## config.mk

```make
export PLATFORM = sky130hd
export DESIGN_NAME = sram_1rw1r_initiator
export DESIGN_NICKNAME = d
export VERILOG_FILES = /design/src/rtl/sram_ctrl_pkg.sv /design/src/rtl/sram_resp_fifo.sv /design/src/rtl/sram_1rw1r_initiator.sv
export SDC_FILE = /design/constraint.sdc
export NUM_CORES = 1
export LEC_CHECK = 0
export ABC_CLOCK_PERIOD_IN_PS = 11000
export BUFFER_PORTS_ARGS = -buffer_cell sky130_fd_sc_hd__buf_2
export CAP_MARGIN = 20
export CORE_MARGIN = 2
export CORE_UTILIZATION = 56
export DETAILED_ROUTE_END_ITERATION = 10
export HOLD_SLACK_MARGIN = 0.1
export PLACE_DENSITY = 0.92
export REMOVE_ABC_BUFFERS = 1
export SETUP_SLACK_MARGIN = 0.1
export SLEW_MARGIN = 20
export SYNTH_ARGS = -nofsm -noshare
export SYNTH_HDL_FRONTEND = slang
export SYNTH_SLANG_ARGS = --single-unit
```

## constraint.sdc

```tcl
create_clock -name clk -period 11 [get_ports clk]
set_input_delay 1.1 -clock clk [delete_from_list [all_inputs] [get_ports clk]]
set_output_delay 1.1 -clock clk [all_outputs]
set_load 0.02 [all_outputs]
```

## src/rtl/sram_ctrl_pkg.sv

```systemverilog
// Shared defaults and request types for the 1RW+1R SRAM initiator.
package sram_ctrl_pkg;

    localparam int DEF_DATA_WIDTH = 64;
    localparam int DEF_ADDR_WIDTH = 8;
    localparam int DEF_NUM_WMASKS = 8;
    localparam int DEF_RESP_DEPTH = 3;

    // Port-0 request payload at default widths.
    typedef struct packed {
        logic                      we;
        logic [DEF_NUM_WMASKS-1:0] wmask;
        logic [DEF_ADDR_WIDTH-1:0] addr;
        logic [DEF_DATA_WIDTH-1:0] wdata;
    } p0_req_t;

endpackage

```

## src/rtl/sram_resp_fifo.sv

```systemverilog
// Small valid/ready response buffer; outputs are forced idle while reset is high.
module sram_resp_fifo #(
    parameter int WIDTH = 64,
    parameter int DEPTH = 3,
    parameter int CW    = $clog2(DEPTH + 1)
) (
    input  logic             clk,
    input  logic             rst,
    input  logic             push_valid,
    input  logic [WIDTH-1:0] push_data,
    output logic             pop_valid,
    input  logic             pop_ready,
    output logic [WIDTH-1:0] pop_data,
    output logic [CW-1:0]    count
);

    localparam int PW = (DEPTH > 1) ? $clog2(DEPTH) : 1;

    logic [WIDTH-1:0] mem [DEPTH];
    logic [PW-1:0]    rd_ptr, wr_ptr;
    logic             pop;

    function automatic logic [PW-1:0] bump(input logic [PW-1:0] p);
        return (p == PW'(DEPTH - 1)) ? '0 : p + 1'b1;
    endfunction

    assign pop_valid = (count != '0) && !rst;
    assign pop_data  = pop_valid ? mem[rd_ptr] : '0;
    assign pop       = pop_valid && pop_ready;

    // Upstream credit logic guarantees push never hits a full buffer.
    always_ff @(posedge clk) begin
        if (rst) begin
            rd_ptr <= '0;
            wr_ptr <= '0;
            count  <= '0;
        end else begin
            if (push_valid) begin
                mem[wr_ptr] <= push_data;
                wr_ptr      <= bump(wr_ptr);
            end
            if (pop) rd_ptr <= bump(rd_ptr);
            case ({push_valid, pop})
                2'b10:   count <= count + 1'b1;
                2'b01:   count <= count - 1'b1;
                default: count <= count;
            endcase
        end
    end

endmodule

```

## src/rtl/sram_1rw1r_initiator.sv

```systemverilog
// Valid/ready front end for a 1RW+1R synchronous SRAM with credit-limited,
// in-order read response buffering per port.
module sram_1rw1r_initiator
    import sram_ctrl_pkg::*;
#(
    parameter int DATA_WIDTH = DEF_DATA_WIDTH,
    parameter int ADDR_WIDTH = DEF_ADDR_WIDTH,
    parameter int NUM_WMASKS = DEF_NUM_WMASKS,
    parameter int RESP_DEPTH = DEF_RESP_DEPTH
) (
    input  logic                  clk,
    input  logic                  rst,
    input  logic                  p0_req_valid,
    output logic                  p0_req_ready,
    input  logic                  p0_req_we,
    input  logic [NUM_WMASKS-1:0] p0_req_wmask,
    input  logic [ADDR_WIDTH-1:0] p0_req_addr,
    input  logic [DATA_WIDTH-1:0] p0_req_wdata,
    output logic                  p0_resp_valid,
    input  logic                  p0_resp_ready,
    output logic [DATA_WIDTH-1:0] p0_resp_rdata,
    input  logic                  p1_req_valid,
    output logic                  p1_req_ready,
    input  logic [ADDR_WIDTH-1:0] p1_req_addr,
    output logic                  p1_resp_valid,
    input  logic                  p1_resp_ready,
    output logic [DATA_WIDTH-1:0] p1_resp_rdata,
    output logic                  csb0,
    output logic                  web0,
    output logic [NUM_WMASKS-1:0] wmask0,
    output logic [ADDR_WIDTH-1:0] addr0,
    output logic [DATA_WIDTH-1:0] din0,
    input  logic [DATA_WIDTH-1:0] dout0,
    output logic                  csb1,
    output logic [ADDR_WIDTH-1:0] addr1,
    input  logic [DATA_WIDTH-1:0] dout1
);

    localparam int CW = $clog2(RESP_DEPTH + 1);

    logic          p0_fire, p1_fire, p1_hazard;
    logic          p0_rd_pend, p1_rd_pend;
    logic [CW-1:0] p0_fifo_cnt, p1_fifo_cnt, p0_credits, p1_credits;

    // Credits come only from registered state, so resp_ready never reaches req_ready.
    assign p0_credits = p0_fifo_cnt + CW'(p0_rd_pend);
    assign p1_credits = p1_fifo_cnt + CW'(p1_rd_pend);

    // A p1 read racing a p0 write to the same word would see stale array data.
    assign p1_hazard    = p0_fire && p0_req_we && (p1_req_addr == p0_req_addr);
    assign p0_req_ready = !rst && (p0_credits < CW'(RESP_DEPTH));
    assign p1_req_ready = !rst && (p1_credits < CW'(RESP_DEPTH)) && !p1_hazard;
    assign p0_fire      = p0_req_valid && p0_req_ready;
    assign p1_fire      = p1_req_valid && p1_req_ready;

    always_comb begin
        csb0   = 1'b1;
        web0   = 1'b1;
        wmask0 = '0;
        addr0  = '0;
        din0   = '0;
        if (p0_fire) begin
            csb0   = 1'b0;
            web0   = !p0_req_we;
            wmask0 = p0_req_wmask;
            addr0  = p0_req_addr;
            din0   = p0_req_wdata;
        end
    end

    always_comb begin
        csb1  = 1'b1;
        addr1 = '0;
        if (p1_fire) begin
            csb1  = 1'b0;
            addr1 = p1_req_addr;
        end
    end

    // dout is valid for one cycle after the SRAM latches the read address.
    always_ff @(posedge clk) begin
        if (rst) begin
            p0_rd_pend <= 1'b0;
            p1_rd_pend <= 1'b0;
        end else begin
            p0_rd_pend <= p0_fire && !p0_req_we;
            p1_rd_pend <= p1_fire;
        end
    end

    sram_resp_fifo #(.WIDTH(DATA_WIDTH), .DEPTH(RESP_DEPTH), .CW(CW)) u_p0_fifo (
        .clk        (clk),
        .rst        (rst),
        .push_valid (p0_rd_pend),
        .push_data  (dout0),
        .pop_valid  (p0_resp_valid),
        .pop_ready  (p0_resp_ready),
        .pop_data   (p0_resp_rdata),
        .count      (p0_fifo_cnt)
    );

    sram_resp_fifo #(.WIDTH(DATA_WIDTH), .DEPTH(RESP_DEPTH), .CW(CW)) u_p1_fifo (
        .clk        (clk),
        .rst        (rst),
        .push_valid (p1_rd_pend),
        .push_data  (dout1),
        .pop_valid  (p1_resp_valid),
        .pop_ready  (p1_resp_ready),
        .pop_data   (p1_resp_rdata),
        .count      (p1_fifo_cnt)
    );

endmodule

```

After elaboration in Yosys (flattened, before gate mapping)
Memory sizes are Yosys's and may differ from the RTL's. A register that Yosys moved wholly into a read port is not among the register bits.
Cells that the tools add are included.
- order comparisons: 2
- add/subtract/negate cells: 10
- eq/ne operators: 9
- reduce and logical (&&, ||, !) cells: 19
- multiplexer cells: 25
- operators by type and width (operator ; number):
    64-bit 2-to-1 mux ; 3
    8-bit 2-to-1 mux ; 3
    2-bit 2-to-1 mux ; 8
    2-bit by 1-bit adder with 2-bit output (second input constant) ; 6
    2-bit equality test (second input constant) ; 6
    1-bit logical AND ; 12
    1-bit 2-to-1 mux ; 9
    8-bit equality test ; 1
    2-bit one-hot mux with 2 select lines ; 2
    2-bit nonzero test ; 4
    2-bit by 1-bit adder with 2-bit output ; 2
    2-bit by 1-bit equality test with 1-bit output (second input constant) ; 2
    2-bit less-than comparator (second input constant) ; 2
    2-bit by 1-bit subtractor with 2-bit output (second input constant) ; 2
    1-bit logical NOT ; 3
- register bits after elaboration: 14
- memory bits (writable): 384
- memories kept: 2
- word-level logic and storage cells: 75
- output and inout port bits: 223
- memories (name ; words ; width ; rd ports ; clocked after memory_dff ; write ports ; RTL line ; source):
    u_p0_fifo.mem ; 3 ; 64 ; 1 ; 1 ; 1 ; sram_resp_fifo.sv:19 ; logic [WIDTH-1:0] mem [DEPTH];
    u_p1_fifo.mem ; 3 ; 64 ; 1 ; 1 ; 1 ; sram_resp_fifo.sv:19 ;

Longest topological paths before layout
- word-level depth: 10
- gate-level depth with buffers: 9
- mapped depth without buffers: 8

Hierarchy
A second synthesis with hierarchy kept.
- cell total of the unflattened synthesis: 1009
- area, all modules: 16580.9 µm²
- modules (own cells, without submodules) (module ; times used ; area each (µm²) ; seq. area each (µm²) ; cells an instance):
    sram_resp_fifo ; 2 ; 7860.0 ; 5925.7 ; 442
    sram_1rw1r_initiator ; 1 ; 860.8 ; 40.0 ; 125

Least setup slack after synthesis
Ideal clock, no wire load.
- kind: input port to flip-flop
- start: input port rst
- end: memory u_p0_fifo.mem[1][0] (enable)
- setup time: 578 ps
- cell stages on the path: 3
- slack: 4304 ps
- arrival: 6118 ps
- cells stage by stage: buf_2 > nand2b_1 > nor3b_1
- longest elaborated chain between the ends: 2
- ends and longest elaborated chain (what ; RTL line ; source):
    start: declaration ; sram_1rw1r_initiator.sv:12 ; input logic rst,
    1-bit 2-to-1 mux ; sram_resp_fifo.sv:33 ; if (rst) begin
    1-bit 2-to-1 mux (implied by the code) ; sram_resp_fifo.sv:39 ; mem[wr_ptr] <= push_data;
    end: declaration ; sram_resp_fifo.sv:19 ;
Every way passes these cells.

Final worst setup path
- start: input port rst
- end: output port addr0[2]
- longest elaborated chain between the ends: 4
- ends and longest elaborated chain (what ; RTL line ; source):
    1-bit logical NOT ; sram_1rw1r_initiator.sv:51 ; assign p0_req_ready = !rst && (p0_credits < CW'(RESP_DEPTH));
    1-bit logical AND ; sram_1rw1r_initiator.sv:51 ;
    1-bit logical AND ; sram_1rw1r_initiator.sv:53 ; assign p0_fire = p0_req_valid && p0_req_ready;
    8-bit 2-to-1 mux ; sram_1rw1r_initiator.sv:62 ; if (p0_fire) begin
    end: declaration ; sram_1rw1r_initiator.sv:31 ; output logic [ADDR_WIDTH-1:0] addr0,
Every way passes these cells.

==> out/metrics.cfg <==
[routing]
routed_wl_mm=40.66
dr_wl_met2_mm=20.07
drcViolationCount=0
firstDrtPassIters=5
drt_iter0_markers=1085
routedLengthMet1_mm=15.43
dr.max_layer_used=met5
num_vias=11080
antenna_left=0
wl_per_cell_um=20.22
viasPerCell=5.510
routed-wl-met3_mm=3.828

[sta]
hold_violations=0
maxSlewViolCount=0
slew_headroom=0.2527
clock.fmax_mhz=255.0
period_share=0.3565
period_minus_slack_ns=3.921
tightest_slew_ns=1.121
rsz0062_at_grt=false
finalSetupTns_ns=0
skew_ns=0.03090
setup_viol=0

[yosys]
synth_top_flop_cell=edfxtp_1
synth_top_family_by_area=simple AND/OR/NAND/NOR gates
async_flop_share=0
netlist_instances=1150
synth-simple-area-share=0.1041
ys_seq_area_frac=0.7366
ys_ff_latch=402
yosysWarnings=0
ys_types=32
synth_area_um2=16140
synth_edf_count=384
synth_mux_area_frac=0.08006
yosys.area_share.xor_xnor=0.008060
avgSynthCellArea_um2=14.04
synthAdderAreaFrac=0.003100
synth_compound_gate_area_share=0.04921

[die]
coreArea_um2=28550
die_y_um=173.8
dieArea_um2=30200
num_rows=62
fp.dieW_um=173.8
start_util=0.5655
ioPinCount=446

[critical_path]
criticalPathCategory=input pin to output pin
r2r_cells=7
r2r_slack_ns=8.46
critical_path_arrival_ns=2.82
end_kind=output pin
start_kind=input pin
required_ns=9.90
crit_path_max_fanout=50
r2r-start=u_p0_fifo.count[0]$_SDFFE_PP0P_
r2r-end=u_p0_fifo.count[1]$_SDFFE_PP0P_

[pwr]
power_frac_comb=0.106
p_switching_uw=798.5
intPower_mw=2.517
swShare=0.2408
power_per_cell_area_nw_per_um2=165.7
ir_drop_v=0.0001425
leakage_nw=7.867
p_clk_frac=0.375
seq_power_share=0.519

[global_route]
grt_pass1_wl_mm=60.04
grt_max_degree=113
antenna_found_initial=16
gr-total-overflow=0
grt.total_usage=0.2564
grt_pass1_vias=10800

[min_path]
min_from=u_p1_fifo.wr_ptr[1]$_SDFFE_PP0P_
min_path_cells=2
holdPathEnd=u_p1_fifo.wr_ptr[1]$_SDFFE_PP0P_
hold_path.class=register to register

[placement]
gp_congestion=1.045
dp_hpwl_mm=25.33
io_buffers=445
dp.cells=1925
dpl_cell_area_um2=18750

[clock_tree]
worstSkewPairLatency_ns=0.54
htree_num_levels=2
cts_made_buffers=39
clock_sinks=402
ctsResizeCount=0
clk_pin_slew_worst_paths_ns=0.06
cts_tree=built
root_buffer=clkbuf_16
hold_buffers=0
clockBufferDepth=3
cts_setup_buffers=0

[layout]
regArea_um2=11910
drive_above_1_share=0.3319
nFillCells=1803
fin_area_um2=20010
synthToLayoutAreaGrowth_pct=23.96
stdcell_count=2011
multi_input_area_um2=4010
nNetsFinal=1810
fin_util=0.7010

[run_status]
status=completed

[run]
maxCapViolCount=0

==> how the worst max path moves through the flow <==
stage / slack [ns] / cells after the start / from / endpoint
after floorplan: 4.46 / 2 / rst / u_p0_fifo.mem[1][0]$_DFFE_PP_
after global placement: 7.03 / 5 / rst / din0[38]
after detailed placement: 6.73 / 5 / rst / din0[26]
after CTS: 6.73 / 5 / rst / din0[17]
after global routing: 6.97 / 6 / rst / din0[59]
final: 7.08 / 6 / rst / addr0[2]
==> critical path, cell delays in order <==
cell and delay (ns):
buf_2 0.22, nand2b_1 0.26, a21oi_4 0.64, buf_16 0.25
and2_1 0.16, buf_2 0.16
==> cell usage after synthesis (all sizes together), types with 2 or more instances <==
cell type  number  area (um^2)
o21bai          2        15.01
xnor2           2        17.52
nand2b          3        18.77
mux2i         128         1281
nor3b           2        15.01
and2           89        556.8
xor2           12        112.6
o21ai           3        15.01
inv            10        37.54
or3             2        12.51
nor3            4        20.02
nor4            2        25.02
nand2           6        22.52
a21oi         138        694.4
dfxtp          18        360.4
a22o            2        17.52
ha              4        50.05
edfxtp        384        11530
nor2          267         1002
clkbuf         33        123.9
buf            33        143.9
==> stage by stage <==
step | hold slack, ns | worst slack (ns) | total power [mW]
2_1_floorplan | 0.4483 | 4.462 | 1.964
3_3_place_gp | 0.4620 | 7.033 | 2.081
3_5_place_dp | 0.4805 | 6.729 | 2.097
4_1_cts | 0.4916 | 6.725 | 3.329
5_1_grt | 0.5247 | 6.966 | 3.414
6_report | 0.4884 | 7.079 | 3.315
==> cell type report <==
class,instances,share of cell area
antenna,15,0.001876
clock buffer,45,0.04989
clock inverter,25,0.009816
inverter,10,0.001876
multi-input combinational,672,0.2004
sequential,402,0.5950
tap,384,0.02401
timing repair buffer,458,0.1172
==> layout by cell type (no fill, tap or decap), types with 3 or more instances in the layout <==
cell type  instances
nand2b_1           3
diode_2           15
clkinv_4           3
inv_1              7
buf_2            445
ha_1               4
nand2_1            6
mux2i_1          128
clkbuf_16         39
nor3_2             3
clkinv_1           9
clkbuf_1           6
and2_1            89
clkinv_2           8
inv_2              3
a21oi_1          137
xor2_1            11
dfxtp_1           14
edfxtp_1         384
nor2_1           266
buf_4             12
dfxtp_4            4
==> layer usage <==
metal / up-vias / global-route usage
met3: 103 / 0.06096
met1: 5351 / 0.3309
met4: 4 / 0.09209
met5: - / 0
met2: 610 / 0.4280
li1: 5012 / -
==> logic make-up after synthesis <==
| kind of cell | Yosys count |
|---|---|
| multiplexers | 129 |
| AO/OA/AOI/OAI | 149 |
| buffers and inverters | 76 |
| XOR/XNOR | 14 |
| flip-flops | 402 |
| adder cells (fa/ha/maj) | 4 |
| AND/OR/NAND/NOR | 376 |
==> flip-flops by register name, indices dropped and copies added (netlist names), named ones only <==
signal / flops
u_p1_fifo.wr_ptr: 2
u_p1_fifo.rd_ptr: 2
u_p0_fifo.count: 2
u_p0_fifo.mem: 192
p1_rd_pend: 1
u_p0_fifo.rd_ptr: 2
u_p0_fifo.wr_ptr: 2
u_p1_fifo.count: 2
u_p1_fifo.mem: 192
p0_rd_pend: 1
==> power by group through the flow <==
stage / Combinational, mW / Clock (mW) / Sequential, mW
after floorplan: 0.200 / 0 / 1.76
after global placement: 0.330 / 0 / 1.75
after detailed placement: 0.344 / 0 / 1.75
after CTS: 0.350 / 1.26 / 1.72
after global routing: 0.378 / 1.31 / 1.72
final: 0.353 / 1.24 / 1.72
Power figures use the tool's default switching activity.
